$ cat src/rtl/axis_arb_pkg.sv
// axis_arb_pkg: shared FSM encodings and index-width helpers for the AXIS round-robin arbiter
package axis_arb_pkg;
  localparam logic [0:0] ST_IDLE = 1'b0;
  localparam logic [0:0] ST_BUSY = 1'b1;
  function automatic int clog2(input int n);
    int r;
    r = 0;
    while ((1 << r) < n) r++;
    return r;
  endfunction
  function automatic int IDX_W(input int n);
    return (clog2(n) < 1) ? 1 : clog2(n);
  endfunction
endpackage

$ cat src/rtl/axis_reg_slice.sv
// axis_reg_slice: one-deep registered AXIS stage; tid path exists only when AXIS_ARB_TID_EN is defined
module axis_reg_slice #(
  parameter int DW = 32
`ifdef AXIS_ARB_TID_EN
  , parameter int IW = 2
`endif
) (
  input  logic          clk,
  input  logic          rstn,
  input  logic          s_tvalid,
  output logic          s_tready,
  input  logic [DW-1:0] s_tdata,
  input  logic          s_tlast,
`ifdef AXIS_ARB_TID_EN
  input  logic [IW-1:0] s_tid,
  output logic [IW-1:0] m_tid,
`endif
  output logic          m_tvalid,
  input  logic          m_tready,
  output logic [DW-1:0] m_tdata,
  output logic          m_tlast
);
  assign s_tready = !m_tvalid || m_tready;
  // Load a new beat when the slot is free or draining, otherwise empty it once taken
  always_ff @(posedge clk or negedge rstn)
    if (!rstn) begin
      m_tvalid <= 1'b0;
      m_tdata  <= '0;
      m_tlast  <= 1'b0;
    end else if (s_tvalid && s_tready) begin
      m_tvalid <= 1'b1;
      m_tdata  <= s_tdata;
      m_tlast  <= s_tlast;
    end else if (m_tready) begin
      m_tvalid <= 1'b0;
    end
`ifdef AXIS_ARB_TID_EN
  // Source index travels with its beat
  always_ff @(posedge clk or negedge rstn)
    if (!rstn) m_tid <= '0;
    else if (s_tvalid && s_tready) m_tid <= s_tid;
`endif
endmodule

$ cat src/rtl/axis_rr_arbiter.sv
// axis_rr_arbiter: packet-atomic round-robin AXIS arbiter; AXIS_ARB_TID_EN adds the m_axis_tid output
module axis_rr_arbiter
  import axis_arb_pkg::*;
#(
  parameter int NUM_SRC     = 4,
  parameter int TDATA_WIDTH = 32
) (
  input  logic                           clk,
  input  logic                           rstn,
  input  logic [NUM_SRC-1:0]             s_axis_tvalid,
  output logic [NUM_SRC-1:0]             s_axis_tready,
  input  logic [NUM_SRC*TDATA_WIDTH-1:0] s_axis_tdata,
  input  logic [NUM_SRC-1:0]             s_axis_tlast,
  output logic                           m_axis_tvalid,
  input  logic                           m_axis_tready,
  output logic [TDATA_WIDTH-1:0]         m_axis_tdata,
  output logic                           m_axis_tlast
`ifdef AXIS_ARB_TID_EN
  , output logic [IDX_W(NUM_SRC)-1:0]    m_axis_tid
`endif
);
  localparam int IW = IDX_W(NUM_SRC);
  logic [0:0]             state;
  logic [IW-1:0]          rr_ptr, grant, pick, rr_next;
  logic [NUM_SRC-1:0]     rot;
  logic                   found, busy, slice_ready, sel_valid, sel_last, accept;
  logic [TDATA_WIDTH-1:0] sel_data;
  assign busy          = state == ST_BUSY;
  assign rot           = NUM_SRC'({s_axis_tvalid, s_axis_tvalid} >> rr_ptr);
  assign rr_next       = (grant == IW'(NUM_SRC - 1)) ? '0 : grant + 1'b1;
  assign accept        = busy && sel_valid && slice_ready;
  assign s_axis_tready = (busy && slice_ready) ? (NUM_SRC'(1) << grant) : '0;
  // First requesting source at or after rr_ptr in circular order
  always_comb begin
    found = 1'b0;
    pick  = rr_ptr;
    for (int k = NUM_SRC - 1; k >= 0; k--)
      if (rot[k]) begin
        found = 1'b1;
        pick  = IW'((int'(rr_ptr) + k) % NUM_SRC);
      end
  end
  // Route the granted source's beat towards the output slice
  always_comb begin
    sel_valid = 1'b0;
    sel_last  = 1'b0;
    sel_data  = '0;
    for (int k = 0; k < NUM_SRC; k++)
      if (grant == IW'(k)) begin
        sel_valid = s_axis_tvalid[k];
        sel_last  = s_axis_tlast[k];
        sel_data  = s_axis_tdata[k*TDATA_WIDTH +: TDATA_WIDTH];
      end
  end
  // Grant held from arbitration until the packet's tlast beat is accepted
  always_ff @(posedge clk or negedge rstn)
    if (!rstn) begin
      state  <= ST_IDLE;
      rr_ptr <= '0;
      grant  <= '0;
    end else if (!busy) begin
      if (found) begin
        grant <= pick;
        state <= ST_BUSY;
      end
    end else if (accept && sel_last) begin
      state  <= ST_IDLE;
      rr_ptr <= rr_next;
    end
  axis_reg_slice #(
    .DW(TDATA_WIDTH)
`ifdef AXIS_ARB_TID_EN
    , .IW(IW)
`endif
  ) u_slice (
    .clk      (clk),
    .rstn     (rstn),
    .s_tvalid (busy && sel_valid),
    .s_tready (slice_ready),
    .s_tdata  (sel_data),
    .s_tlast  (sel_last),
`ifdef AXIS_ARB_TID_EN
    .s_tid    (grant),
    .m_tid    (m_axis_tid),
`endif
    .m_tvalid (m_axis_tvalid),
    .m_tready (m_axis_tready),
    .m_tdata  (m_axis_tdata),
    .m_tlast  (m_axis_tlast)
  );
endmodule
$ cat config.mk
export PLATFORM = sky130hd
export DESIGN_NAME = axis_rr_arbiter
export DESIGN_NICKNAME = d
export VERILOG_FILES = /design/src/rtl/axis_arb_pkg.sv /design/src/rtl/axis_reg_slice.sv /design/src/rtl/axis_rr_arbiter.sv
export SDC_FILE = /design/constraint.sdc
export NUM_CORES = 1
export LEC_CHECK = 0
export ABC_AREA = 1
export CORE_UTILIZATION = 41
export CTS_BUF_LIST = sky130_fd_sc_hd__clkbuf_8
export CTS_CLUSTER_DIAMETER = 80
export DETAILED_ROUTE_END_ITERATION = 12
export GPL_ROUTABILITY_DRIVEN = 1
export PLACE_DENSITY = 0.88
export SYNTH_ARGS = -nofsm -noshare
export SYNTH_HDL_FRONTEND = slang
export SYNTH_SLANG_ARGS = --single-unit
$ cat constraint.sdc
create_clock -name clk -period 4.5 [get_ports clk]
set_input_delay 0.45 -clock clk [delete_from_list [all_inputs] [get_ports clk]]
set_output_delay 0.45 -clock clk [all_outputs]
set_load 0.02 [all_outputs]
==> qor.yml <==
fp.dieH_um: 85.4
insertion_delay_ps: 280
row_count: 30
arrival_ps: 2550
viasPerCell: 5.04
max_freq_mhz: 333
clkPwrFrac: 0.084
synth_top_cell_by_area: "dfrtp_1"
min_period_over_period: 0.668
wire_per_inst_um: 13.9
setup_violations: 0
dieArea_mm2: 0.00729
p_sw_frac: 0.504
grt_use_total: 0.266
portBuffers: 176
yosysMostFrequentCell: "nand2_1"
grt_max_degree: 41
cts.sink_count: 39
ctsResizeCount: 0
grt_pass1_vias: 3336
worst_pin_slew_ps: 872
dp_hpwl_mm: 7.22
cp_top_family: "buffers and inverters"
power.density_mw_per_mm2: 646
num_vias: 3515
numPlacedInstances: 689
gp_congestion: 0.801
intPower_uw: 1500
synth_common_cells: "nand2_1, a21oi_1, o21ai_0, dfrtp_1, o21ai_1"
synth_edf_count: 0
drv_slew: 0
crit_type: "register to output port"
fp.dieW_um: 85.4
power_switching_uw: 1520
cap_violations: 0
synth_seq_cells: 39
core_mm2: 0.00676
wl_mm: 9.68
globalRouteOverflowTotal: 0
clkTransAtPathRegs_ps: 70
cpPeakStageDelay_ps: 610
yosys-top-cells-area: "dfrtp_1, nand2_1, a21oi_1"
skew_ps: 4.28
clk_path_buf_depth: 2
fin_cells: 697
pwr-share-seq: 0.212
cts_tree: "built"
fill_cells: 584
drt_iter0_markers: 155
area_growth_pct: 64.2
syn_area_mm2: 0.00285
synth_cell_types: 21
io_pins: 177
required_ps: 4050
drive_gt1_frac: 0.0373
slew_headroom: 0.419
p_leak_uw: 0.00215
fin_hold_ws_ps: 284
cts-root-buf: "clkbuf_8"
cp-start-kind: "register"
dr.pass1.iters: 4
worst-path-max-fanout: 35
cp_num_buf_inv: 3
p_comb_frac: 0.704
min_path_type: "input pin to asynchronous set/reset pin"
cts_made_buffers: 5
ir_drop_uv: 331
outcome: "finished clean"
drc_errors: 0
synth_cells: 459
grt_pass1_wl_mm: 15.5
setup_slack_ps: 1500
ys_warn_count: 0
end_kind: "output port"
cts_hold_buf: 0
fin_tns_setup_ps: 0
n_antenna_cell: 0
ys_seq_area_frac: 0.342
slowest_stage: "clkdlybuf4s50_1"
place_ws_ps: 1710
period_needed_ps: 3000
async_flop_share: 1.00
start_util: 0.422
fin_nets: 759
antenna_found_initial: 0
rsz0062_at_grt: "false"
synth_nets: 602
synthFlopType: "dfrtp_1"
syn_avg_cell_area_um2: 6.21
path_cells: "inv_1 -> ha_1 -> inv_2 -> nor2_1 -> clkdlybuf4s50_1"
hold_viol_final: 0
postRouteAntennaNets: 0
h-tree-depth: 2
cts_setup_buffers: 0
yosys.area.top_type_share: 0.342
[cell families (layout without fill, tap and decap cells)]
family,count (synthesis),after routing,synth area share
xor+xnor,1,1,0.00307
fa+ha+maj,4,4,0.0176
flops,39,39,0.342
buf+inv,50,208,0.0852
simple gates,242,242,0.332
compound gates,123,123,0.219
[worst paths after layout]
path                                    start                  end  slack [ps]  depth (start not counted)
setup / recovery                     grant[0]     s_axis_tready[2]        1500                          5
hold / removal                           rstn  u_slice.m_tdata[10]         280                          1
setup reg to reg                     grant[0]  u_slice.m_tdata[22]        1720                          7
hold reg to reg            u_slice.m_tdata[4]   u_slice.m_tdata[4]         490                          2
max in group asynchronous                rstn             grant[1]        3670                          1
min in group clk           u_slice.m_tdata[4]   u_slice.m_tdata[4]         490                          2
[state kept, by name (all words and copies together) (netlist names)]
register and count:
busy 1, grant 2, rr_ptr 2, u_slice.m_tdata 32, u_slice.m_tlast 1, u_slice.m_tvalid 1
[cell type report]
| cell class | instances | area, µm² | share of cell area |
|---|---|---|---|
| Timing Repair Buffer | 180 | 1790 | 0.382 |
| Multi-Input combinational cell | 370 | 1640 | 0.350 |
| Sequential cell | 39 | 976 | 0.209 |
| Tap cell | 80 | 100 | 0.0214 |
| Clock buffer | 7 | 96.3 | 0.0206 |
| Inverter | 20 | 77.6 | 0.0166 |
| Clock inverter | 1 | 3.75 | 0.000802 |
[cell usage in the layout, fill, tap and decap left out, types with 2 or more instances in the layout]
cell,n
o21ai_0,41
dfrtp_1,39
ha_1,3
inv_2,4
nor2_1,12
nand3_1,12
o21ai_1,36
buf_4,4
nand3_2,2
a21oi_1,43
inv_1,16
nand2_1,215
clkdlybuf4s50_1,175
clkbuf_8,7
[power groups by stage]
stage | Combinational (µW) | Clock [µW] | Sequential (µW)
after floorplan | 1300 | 0 | 773
after global routing | 2400 | 272 | 660
after CTS | 2130 | 262 | 639
final | 2130 | 255 | 641
after global placement | 2060 | 0 | 639
after detailed placement | 2130 | 0 | 640
[layer usage]
layer | GRT usage | part of all wire | up-vias
li1 | - | - | 1786
met2 | 0.483 | 0.51 | 142
met3 | 0.0516 | 0.077 | 6
met4 | 0.0500 | 0.0081 | 0
met1 | 0.332 | 0.41 | 1581
met5 | 0 | 0 | -
[metrics by stage]
stage / total power [µW] / util / instance area [µm²]
floorplan: 2080 / - / 2850
global placement: 2700 / 0.678 / 4580
detailed placement: 2770 / 0.678 / 4580
CTS: 3030 / 0.693 / 4680
global route: 3330 / 0.693 / 4680
finish: 3020 / 0.693 / 4680
[worst register-to-register path: stages, from the launching register on]
cell     delay [ps]
dfrtp_1         430
inv_1            80
ha_1            410
inv_2           500
nand3_2         180
nand2_1         110
nand3_2         590
o21ai_1         380
(Power assumes the default switching activity.)
